--- config.mk ---
export PLATFORM = sky130hd
export DESIGN_NAME = lottery_draw_flat
export DESIGN_NICKNAME = d
export VERILOG_FILES = /design/src/rtl/lottery_pkg.sv /design/src/rtl/lottery_if.sv /design/src/rtl/lottery_dup_check.sv /design/src/rtl/lottery_draw.sv /design/src/flat_wrapper.sv
export SDC_FILE = /design/constraint.sdc
export NUM_CORES = 1
export LEC_CHECK = 0
export BUFFER_PORTS_ARGS = -buffer_cell sky130_fd_sc_hd__buf_2
export CELL_PAD_IN_SITES_DETAIL_PLACEMENT = 1
export CELL_PAD_IN_SITES_GLOBAL_PLACEMENT = 1
export CORE_MARGIN = 2
export CORE_UTILIZATION = 44
export CTS_CLUSTER_SIZE = 8
export DETAILED_ROUTE_END_ITERATION = 10
export GPL_TIMING_DRIVEN = 0
export PLACE_DENSITY = 0.83
export SYNTH_ARGS = -nofsm -noshare
export SYNTH_HDL_FRONTEND = slang
export SYNTH_SLANG_ARGS = --single-unit
--- constraint.sdc ---
create_clock -name clk -period 3.7 [get_ports clk]
set_clock_uncertainty 0.1 [all_clocks]
set_input_delay 0.185 -clock clk [delete_from_list [all_inputs] [get_ports clk]]
set_output_delay 0.185 -clock clk [all_outputs]
set_load 0.01 [all_outputs]
--- src/rtl/lottery_pkg.sv ---
// Shared definitions for the lottery draw block: state encoding, default
// parameters and internal register widths.
package lottery_pkg;

   typedef enum logic [1:0] {
      ST_IDLE = 2'd0,
      ST_DRAW = 2'd1,
      ST_DONE = 2'd2
   } state_t;

   localparam int DEF_NUM_PICKS = 6;
   localparam int DEF_WIDTH     = 8;
   localparam int DEF_MIN_VAL   = 1;
   localparam int DEF_MAX_VAL   = 49;
   localparam int DEF_TIMEOUT   = 64;

   localparam int COUNT_W = 4;
   localparam int STALL_W = 8;

endpackage

--- src/rtl/lottery_if.sv ---
// Handshake and result bundle between a draw requester and lottery_draw.
interface lottery_if
   import lottery_pkg::*;
#(
   parameter int NUM_PICKS = DEF_NUM_PICKS,
   parameter int WIDTH     = DEF_WIDTH
);

   logic                       start;
   logic [WIDTH-1:0]           rand_in;
   logic [NUM_PICKS*WIDTH-1:0] nums;
   logic [COUNT_W-1:0]         count;
   logic                       busy;
   logic                       done;
   logic                       err;

   modport master (
      output start, rand_in,
      input  nums, count, busy, done, err
   );

   modport slave (
      input  start, rand_in,
      output nums, count, busy, done, err
   );

endinterface

--- src/rtl/lottery_dup_check.sv ---
// Combinational duplicate detector: flags a candidate that equals any of the
// first 'count' stored slots.
module lottery_dup_check
   import lottery_pkg::*;
#(
   parameter int NUM_PICKS = DEF_NUM_PICKS,
   parameter int WIDTH     = DEF_WIDTH
) (
   input  logic [NUM_PICKS*WIDTH-1:0] slots,
   input  logic [COUNT_W-1:0]         count,
   input  logic [WIDTH-1:0]           candidate,
   output logic                       hit
);

   // Unfilled slots are masked out so a cleared 0 never counts as a match.
   always_comb begin
      hit = 1'b0;
      for (int i = 0; i < NUM_PICKS; i++) begin
         if ((COUNT_W'(i) < count) && (slots[i*WIDTH +: WIDTH] == candidate)) begin
            hit = 1'b1;
         end
      end
   end

endmodule

--- src/rtl/lottery_draw.sv ---
// Collects NUM_PICKS unique in-range values from a free-running random source,
// aborting with err when the source stalls for TIMEOUT consecutive cycles.
module lottery_draw
   import lottery_pkg::*;
#(
   parameter int NUM_PICKS = DEF_NUM_PICKS,
   parameter int WIDTH     = DEF_WIDTH,
   parameter int MIN_VAL   = DEF_MIN_VAL,
   parameter int MAX_VAL   = DEF_MAX_VAL,
   parameter int TIMEOUT   = DEF_TIMEOUT
) (
   input  logic     clk,
   input  logic     rst,
   lottery_if.slave bus
);

   localparam logic [WIDTH-1:0]   MIN_V       = WIDTH'(MIN_VAL);
   localparam logic [WIDTH-1:0]   MAX_V       = WIDTH'(MAX_VAL);
   localparam logic [COUNT_W-1:0] LAST_CNT    = COUNT_W'(NUM_PICKS - 1);
   localparam logic [STALL_W-1:0] STALL_LIMIT = STALL_W'(TIMEOUT - 1);

   state_t                     state;
   state_t                     state_nxt;
   logic [NUM_PICKS*WIDTH-1:0] nums_q;
   logic [COUNT_W-1:0]         cnt;
   logic [STALL_W-1:0]         stall;
   logic                       busy_q;
   logic                       done_q;
   logic                       err_q;

   logic start_ok;
   logic in_range;
   logic hit;
   logic accept;
   logic reject;
   logic last_pick;
   logic timeout;

   lottery_dup_check #(
      .NUM_PICKS (NUM_PICKS),
      .WIDTH     (WIDTH)
   ) u_dup_check (
      .slots     (nums_q),
      .count     (cnt),
      .candidate (bus.rand_in),
      .hit       (hit)
   );

   assign start_ok  = bus.start && (state != ST_DRAW);
   assign in_range  = (bus.rand_in >= MIN_V) && (bus.rand_in <= MAX_V);
   assign accept    = (state == ST_DRAW) && in_range && !hit;
   assign reject    = (state == ST_DRAW) && !accept;
   assign last_pick = accept && (cnt == LAST_CNT);
   assign timeout   = reject && (stall == STALL_LIMIT);

   always_ff @(posedge clk) begin
      if (rst) begin
         state <= ST_IDLE;
      end else begin
         state <= state_nxt;
      end
   end

   always_comb begin
      state_nxt = state;
      unique case (state)
         ST_IDLE, ST_DONE: begin
            if (bus.start) begin
               state_nxt = ST_DRAW;
            end
         end
         ST_DRAW: begin
            if (last_pick) begin
               state_nxt = ST_DONE;
            end else if (timeout) begin
               state_nxt = ST_IDLE;
            end
         end
         default: state_nxt = ST_IDLE;
      endcase
   end

   // A timeout leaves the partial result visible alongside err.
   always_ff @(posedge clk) begin
      if (rst) begin
         nums_q <= '0;
         cnt    <= '0;
         stall  <= '0;
         busy_q <= 1'b0;
         done_q <= 1'b0;
         err_q  <= 1'b0;
      end else begin
         busy_q <= (state_nxt == ST_DRAW);
         done_q <= last_pick;
         if (start_ok) begin
            nums_q <= '0;
            cnt    <= '0;
            stall  <= '0;
            err_q  <= 1'b0;
         end else if (accept) begin
            for (int i = 0; i < NUM_PICKS; i++) begin
               if (cnt == COUNT_W'(i)) begin
                  nums_q[i*WIDTH +: WIDTH] <= bus.rand_in;
               end
            end
            cnt   <= cnt + COUNT_W'(1);
            stall <= '0;
         end else if (reject) begin
            if (stall != '1) begin
               stall <= stall + STALL_W'(1);
            end
            if (timeout) begin
               err_q <= 1'b1;
            end
         end
      end
   end

   assign bus.nums  = nums_q;
   assign bus.count = cnt;
   assign bus.busy  = busy_q;
   assign bus.done  = done_q;
   assign bus.err   = err_q;

endmodule

--- src/flat_wrapper.sv ---
// flat-port wrapper written by rule: the top's interface ports become plain ports
module lottery_draw_flat import lottery_pkg::*;
#(
   parameter int NUM_PICKS = DEF_NUM_PICKS,
   parameter int WIDTH     = DEF_WIDTH,
   parameter int MIN_VAL   = DEF_MIN_VAL,
   parameter int MAX_VAL   = DEF_MAX_VAL,
   parameter int TIMEOUT   = DEF_TIMEOUT
)
  (clk, rst, bus_start, bus_rand_in, bus_nums, bus_count, bus_busy, bus_done, bus_err);
  lottery_if #(.NUM_PICKS(NUM_PICKS), .WIDTH(WIDTH)) bus_i ();
  input  logic clk;
  input  logic rst;
  input wire logic [$bits(bus_i.start)-1:0] bus_start;
  input wire logic [$bits(bus_i.rand_in)-1:0] bus_rand_in;
  output wire logic [$bits(bus_i.nums)-1:0] bus_nums;
  output wire logic [$bits(bus_i.count)-1:0] bus_count;
  output wire logic [$bits(bus_i.busy)-1:0] bus_busy;
  output wire logic [$bits(bus_i.done)-1:0] bus_done;
  output wire logic [$bits(bus_i.err)-1:0] bus_err;
  assign bus_i.start = bus_start;
  assign bus_i.rand_in = bus_rand_in;
  assign bus_nums = bus_i.nums;
  assign bus_count = bus_i.count;
  assign bus_busy = bus_i.busy;
  assign bus_done = bus_i.done;
  assign bus_err = bus_i.err;
  lottery_draw #(.NUM_PICKS(NUM_PICKS), .WIDTH(WIDTH), .MIN_VAL(MIN_VAL), .MAX_VAL(MAX_VAL), .TIMEOUT(TIMEOUT)) u_core (.clk(clk), .rst(rst), .bus(bus_i));
endmodule
==> impl_metrics.yaml, run 1 <==
pwr:
  power_frac_comb: 0.091
  p_per_area_nw_per_um2: 374
  p_leak_uw: 0.00172
  clock_power_share: 0.419
  p_sw_frac: 0.257
  p_total_uw: 1450
  ir_worst_vdd_uv: 178
  p_int_uw: 1080
  p_sw_uw: 371
  sequentialPowerShare: 0.490
routing:
  firstDrtPassIters: 4
  wirelength_um: 9600
  wl_per_cell_um: 18.2
  vias_per_cell: 5.54
  antenna_left: 0
  remaining_drc_errors: 0
  drt-initial-drc-count: 171
  vias: 2925
grt:
  track_usage: 0.248
  grt_max_degree: 11
  top_usage_layer: "met2"
  use_met1: 0.324
  gr-total-overflow: 0
  grt_pass1_vias: 3018
  grt_pass1_wl_um: 15900
  met2_usage: 0.418
  antenna_found_initial: 0
  use_met3: 0.0344
floorplanning:
  fp.dieW_um: 90.0
  rows: 31
  initial_core_util: 0.451
  ios: 66
  dieArea_um2: 8090
  core_area_um2: 7210
  die_h_um: 90.0
synthesis:
  synth-seq-cells: 65
  synthXorXnorAreaFrac: 0.145
  avgSynthCellArea_um2: 9.23
  syn-num-nets: 367
  synth-edff-count: 0
  ys_warn_count: 0
  synth_most_common_cell: "dfxtp_1"
  yosys.area.top_type_share: 0.400
  synthArstFlopShare: 0
  synthAdderAreaFrac: 0.0154
  synth-simple-area-share: 0.228
  ys_top_cells_by_count: "dfxtp_1 (65), nand2_1 (42), xor2_1 (35)"
  synthFlopType: "dfxtp_1"
  ys_seq_area_frac: 0.400
  synth_top_area_cell: "dfxtp_1"
  synth_compound_area_frac: 0.0866
  netlist_instances: 352
  syn_area_um2: 3250
  ys_types: 44
  synthMuxAreaShare: 0.0831
  synth_area_leaders: "dfxtp_1 (40%), xor2_1 (9.4%), mux2i_1 (8.3%), xnor2_1 (5.1%), nand2_1 (4.8%)"
  synth_top_family_by_area: "simple AND/OR/NAND/NOR gates"
finish:
  insertedDiodeCount: 0
  drive_gt1_frac: 0.221
  nets: 439
  finalInstanceArea_um2: 3870
  syn2layout_area_growth_pct: 19.0
clock_tree:
  cts_buffers: 9
  cts_buffer_depth: 2
  cts_root_buf: "clkbuf_8"
  ctsResizeCount: 0
  clk_latency_ns: 0.34
  path_clk_slew_ns: 0.08
  cts.sinks: 65
  htree_levels: 3
  hold_buffers: 0
  cts_tree: "built"
  cts_setup_buffers: 0
min_path:
  hold_depth: 2
  hold_end: "u_core.bus.done"
  hp-class: "input pin to flop"
  holdCritStartpoint: "rst"
place:
  io_buffer_count: 61
  hpwl_um: 7020
  place_area_um2: 3680
  gp_congestion: 0.859
setup_path:
  crit_fanout: 9
  slowest_delay_ns: 0.59
  cpMaxStageDelayCell: "or4_1"
  path_class: "flop to flop"
  startpoint_type: "flop"
  cp-end-kind: "flop"
  reg2reg_setup_slack_ns: 0.84
  cp_data_required_time_ns: 3.87
  reg2reg_from: "u_core.bus.count[1]"
  worstPathCellList: "inv_1, ha_1, nand3b_1, nand4_1, or4_1, and2_1, clkbuf_1, nand4_2, mux2i_1"
  crit_arrival_ns: 3.03
  ff2ff_path_depth: 9
  r2r-end: "u_core.bus.nums[3]"
sta:
  setup_viol: 0
  fin_crit_sh: 0.774
  fmax_mhz: 349
  relSlewSlack: 0.305
  fin_tns_setup_ns: 0
  rsz0062_at_grt: "no"
  fin_crit_ns: 2.86
  slew_violations: 0
  tightest_slew_ns: 1.03
  final-hold-violation-count: 0
job:
  cap_violations: 0
outcome:
  status: "complete, no violations"
## logic make-up after synthesis
| logic type | count (synthesis) |
|---|---|
| AO/OA/AOI/OAI | 44 |
| XOR/XNOR | 54 |
| adder cells (fa/ha/maj) | 4 |
| buffers and inverters | 26 |
| flip-flops | 65 |
| multiplexers | 27 |
| AND/OR/NAND/NOR | 132 |
## registers in the layout, indices dropped and copies added (netlist names)
register	count
u_core.bus.count	4
u_core.bus.nums	48
u_core.bus.done	1
u_core.bus.err	1
u_core.state	2
u_core.bus.busy	1
u_core.stall	8
## area by class of cell
| class | instances | area (um2) |
|---|---|---|
| multi-input cells | 261 | 1820 |
| well taps | 99 | 124 |
| repair buffers | 61 | 305 |
| fillers | 886 | 3350 |
| plain buffers | 22 | 118 |
| inverters | 4 | 15.0 |
| flip-flops and latches | 65 | 1300 |
| clock inverters | 3 | 40.0 |
| clock buffers | 13 | 149 |
## metal layers
| metal | up-vias | routed length [um] |
|---|---|---|
| met2 | 82 | 4670 |
| met4 | 0 | 148 |
| li1 | 1387 | - |
| met5 | - | 0 |
| met1 | 1442 | 4260 |
| met3 | 14 | 524 |
## power by group through the flow
stage,sequential [uW],combinational [uW],clock [uW]
floorplan,725,88.2,0
global placement,725,127,0
detailed placement,725,131,0
CTS,709,131,608
global route,709,142,637
finish,709,131,606
## per-stage QoR
stage	instances	worst slack [ns]	hold WS, ns	utilization
2_1_floorplan	352	1.25	0.262	-
3_3_place_gp	512	0.968	0.342	0.510
3_5_place_dp	512	0.875	0.361	0.510
4_1_cts	528	0.849	0.0619	0.536
5_1_grt	528	0.666	0.0900	0.536
6_report	528	0.835	0.0539	0.536
## placed cells by master, fill, tap and decap left out, types with 12 or more instances in the layout
cell type	synthesis	layout
buf_2	7	68
nor3_1	14	14
a21oi_1	18	18
o21ai_0	13	13
dfxtp_1	65	65
nand3_1	18	18
and3_1	12	12
mux2i_1	27	27
clkbuf_1	10	13
xnor2_1	19	19
nand2_1	42	42
xor2_1	35	35
## how the worst max path moves through the flow
| stage | start | to |
|---|---|---|
| after global placement | u_core.bus.count[1] | u_core.bus.nums[3] |
| after global routing | u_core.bus.count[1] | u_core.bus.nums[1] |
| after floorplan | u_core.bus.count[1] | u_core.bus.nums[0] |
| final | u_core.bus.count[1] | u_core.bus.nums[3] |
| after detailed placement | u_core.bus.count[1] | u_core.bus.nums[3] |
| after CTS | u_core.bus.count[1] | u_core.bus.nums[3] |
## critical path, delay by kind of cell, from the launching register on
kind                     cells  cell delay (ns)
AND/OR/NAND/NOR              5             1.35
adder cells (fa/ha/maj)      1             0.22
multiplexers                 1             0.25
flip-flops                   1             0.53
buffers and inverters        2             0.34
No activity file was read; power rests on OpenSTA's default activity.
==> inputs of run 2 (changes only) <==
--- a/config.mk
+++ b/config.mk
@@ -9,11 +9,11 @@
 export CELL_PAD_IN_SITES_DETAIL_PLACEMENT = 1
 export CELL_PAD_IN_SITES_GLOBAL_PLACEMENT = 1
 export CORE_MARGIN = 2
-export CORE_UTILIZATION = 44
+export CORE_UTILIZATION = 37
 export CTS_CLUSTER_SIZE = 8
 export DETAILED_ROUTE_END_ITERATION = 10
 export GPL_TIMING_DRIVEN = 0
-export PLACE_DENSITY = 0.83
+export PLACE_DENSITY = 0.74
 export SYNTH_ARGS = -nofsm -noshare
 export SYNTH_HDL_FRONTEND = slang
 export SYNTH_SLANG_ARGS = --single-unit
==> constraint.sdc (replaced) <==
create_clock -name clk -period 2.4 [get_ports clk]
set_clock_uncertainty 0.1 [all_clocks]
set_input_delay 0.12 -clock clk [delete_from_list [all_inputs] [get_ports clk]]
set_output_delay 0.12 -clock clk [all_outputs]
set_load 0.01 [all_outputs]
==> impl_metrics.yaml, run 2 (synthesized netlist as in run 1, its figures left out) <==
outcome:
  status: "complete, no violations"
setup_path:
  startpoint_type: "flop"
  worstPathCellList: "inv_2, ha_1, and2_4, or4_4, and4_4, buf_4, buf_4, nand3_1, a21oi_1"
  r2r-end: "u_core.bus.nums[12]"
  ff2ff_path_depth: 9
  slowest_delay_ns: 0.56
  cp-end-kind: "flop"
  reg2reg_setup_slack_ns: 0.08
  cpMaxStageDelayCell: "or4_4"
  cp_common_cell: "buf_4"
  crit_end: "u_core.bus.nums[12]"
  crit_fanout: 10
  path_class: "flop to flop"
  cp_data_required_time_ns: 2.52
  reg2reg_from: "u_core.bus.count[0]"
  crit_arrival_ns: 2.45
  setup.worst_path.start: "u_core.bus.count[0]"
grt:
  grt_pass1_wl_um: 15900
  track_usage: 0.210
  grt_pass1_vias: 3010
  grt_max_degree: 13
  antenna_found_initial: 0
  gr-total-overflow: 0
sta:
  slew_violations: 0
  fin_crit_ns: 2.32
  hold_slack_ns: 0.00281
  relSlewSlack: 0.363
  fmax_mhz: 430
  setup_viol: 0
  final-hold-violation-count: 0
  tightest_slew_ns: 0.948
  fin_crit_sh: 0.969
  rsz0062_at_grt: "no"
  fin_tns_setup_ns: 0
floorplanning:
  initial_core_util: 0.376
  die_h_um: 97.7
  rows: 34
  dieArea_um2: 9550
  core_area_um2: 8640
  ios: 66
  fp.dieW_um: 97.7
clock_tree:
  clk_latency_ns: 0.35
  cts_tree: "built"
  cts.sinks: 65
  cts_buffers: 9
  path_clk_slew_ns: 0.08
  cts_root_buf: "clkbuf_8"
  htree_levels: 3
  cts_buffer_depth: 2
routing:
  drt-initial-drc-count: 100
  vias_per_cell: 5.39
  antenna_left: 0
  firstDrtPassIters: 4
  wirelength_um: 9930
  wl_per_cell_um: 18.3
  vias: 2928
  remaining_drc_errors: 0
pwr:
  p_per_area_nw_per_um2: 574
  p_total_uw: 2350
  p_leak_uw: 0.00179
  ir_worst_vdd_uv: 207
finish:
  nets: 445
  final_common_cell: "buf_2"
  fin_cells: 543
  syn2layout_area_growth_pct: 25.6
  largest_register_ffs: 48
  finalInstanceArea_um2: 4080
  fill_cells: 1023
  insertedDiodeCount: 0
  layout_common_cells: "buf_2 (66), dfxtp_1 (62), nand2_1 (40)"
  drive_gt1_frac: 0.287
min_path:
  hp-class: "input pin to flop"
place:
  hpwl_um: 7110
  dpl.cell_count: 521
  place_area_um2: 3690
  gp_congestion: 0.829
  io_buffer_count: 61
job:
  cap_violations: 0
## run 2: critical path, delay by kind of cell, from the launching register on
family	cells	cell delay, ns
simple gates	4	1.01
fa+ha+maj	1	0.22
buf+inv	3	0.43
compound gates	1	0.07
flops	1	0.38
## run 2: final cells by class
| cell class | instances | area [um2] | area share |
|---|---|---|---|
| repair buffers | 69 | 368 | 0.0901 |
| multi-input cells | 261 | 1920 | 0.469 |
| clock buffers | 9 | 124 | 0.0303 |
| clock inverters | 7 | 95.1 | 0.0233 |
| inverters | 4 | 18.8 | 0.00460 |
| plain buffers | 20 | 118 | 0.0288 |
| well taps | 108 | 135 | 0.0331 |
| flip-flops and latches | 65 | 1310 | 0.321 |
## run 2: worst min path at each step
stage          startpoint         endpoint  depth (start not counted)
2_1_floorplan   bus_start  u_core.state[1]                          3
3_3_place_gp          rst  u_core.bus.done                          2
3_5_place_dp          rst  u_core.bus.done                          2
4_1_cts         bus_start  u_core.state[0]                          3
5_1_grt         bus_start  u_core.state[0]                          3
6_report        bus_start  u_core.state[0]                          3
## run 2: timing repair
action | in CTS | in global routing
hold buffers | 1 | 0
buffers inserted | 1 | 6
hold endpoints to repair | 1 | 0
gates resized for setup | 19 | 12
pin swaps | 3 | 3
endpoints found under the setup margin | 58 | 57
## run 2: through the flow
step / worst slack (ns) / util
after global routing: 0.00224 / 0.473
after global placement: -0.232 / 0.428
after detailed placement: -0.245 / 0.428
after floorplan: 0.0539 / -
after CTS: 0.00359 / 0.463
final: 0.0753 / 0.473
## run 2: routing by layer
| layer | vias up | routed length, um | global-route usage |
|---|---|---|---|
| li1 | 1400 | - | - |
| met1 | 1447 | 4490 | 0.262 |
| met2 | 65 | 4930 | 0.366 |
| met3 | 16 | 376 | 0.0508 |
| met4 | 0 | 137 | 0.0545 |
| met5 | - | 0 | 0 |
## run 2: where the power goes
part,switching [uW],leakage (uW),internal (uW),total (uW)
clock network,457,0.000109,584,1040
registers,6.82,0.000526,1080,1090
logic,145,0.00115,70.0,215
total,608,0.00179,1740,2350
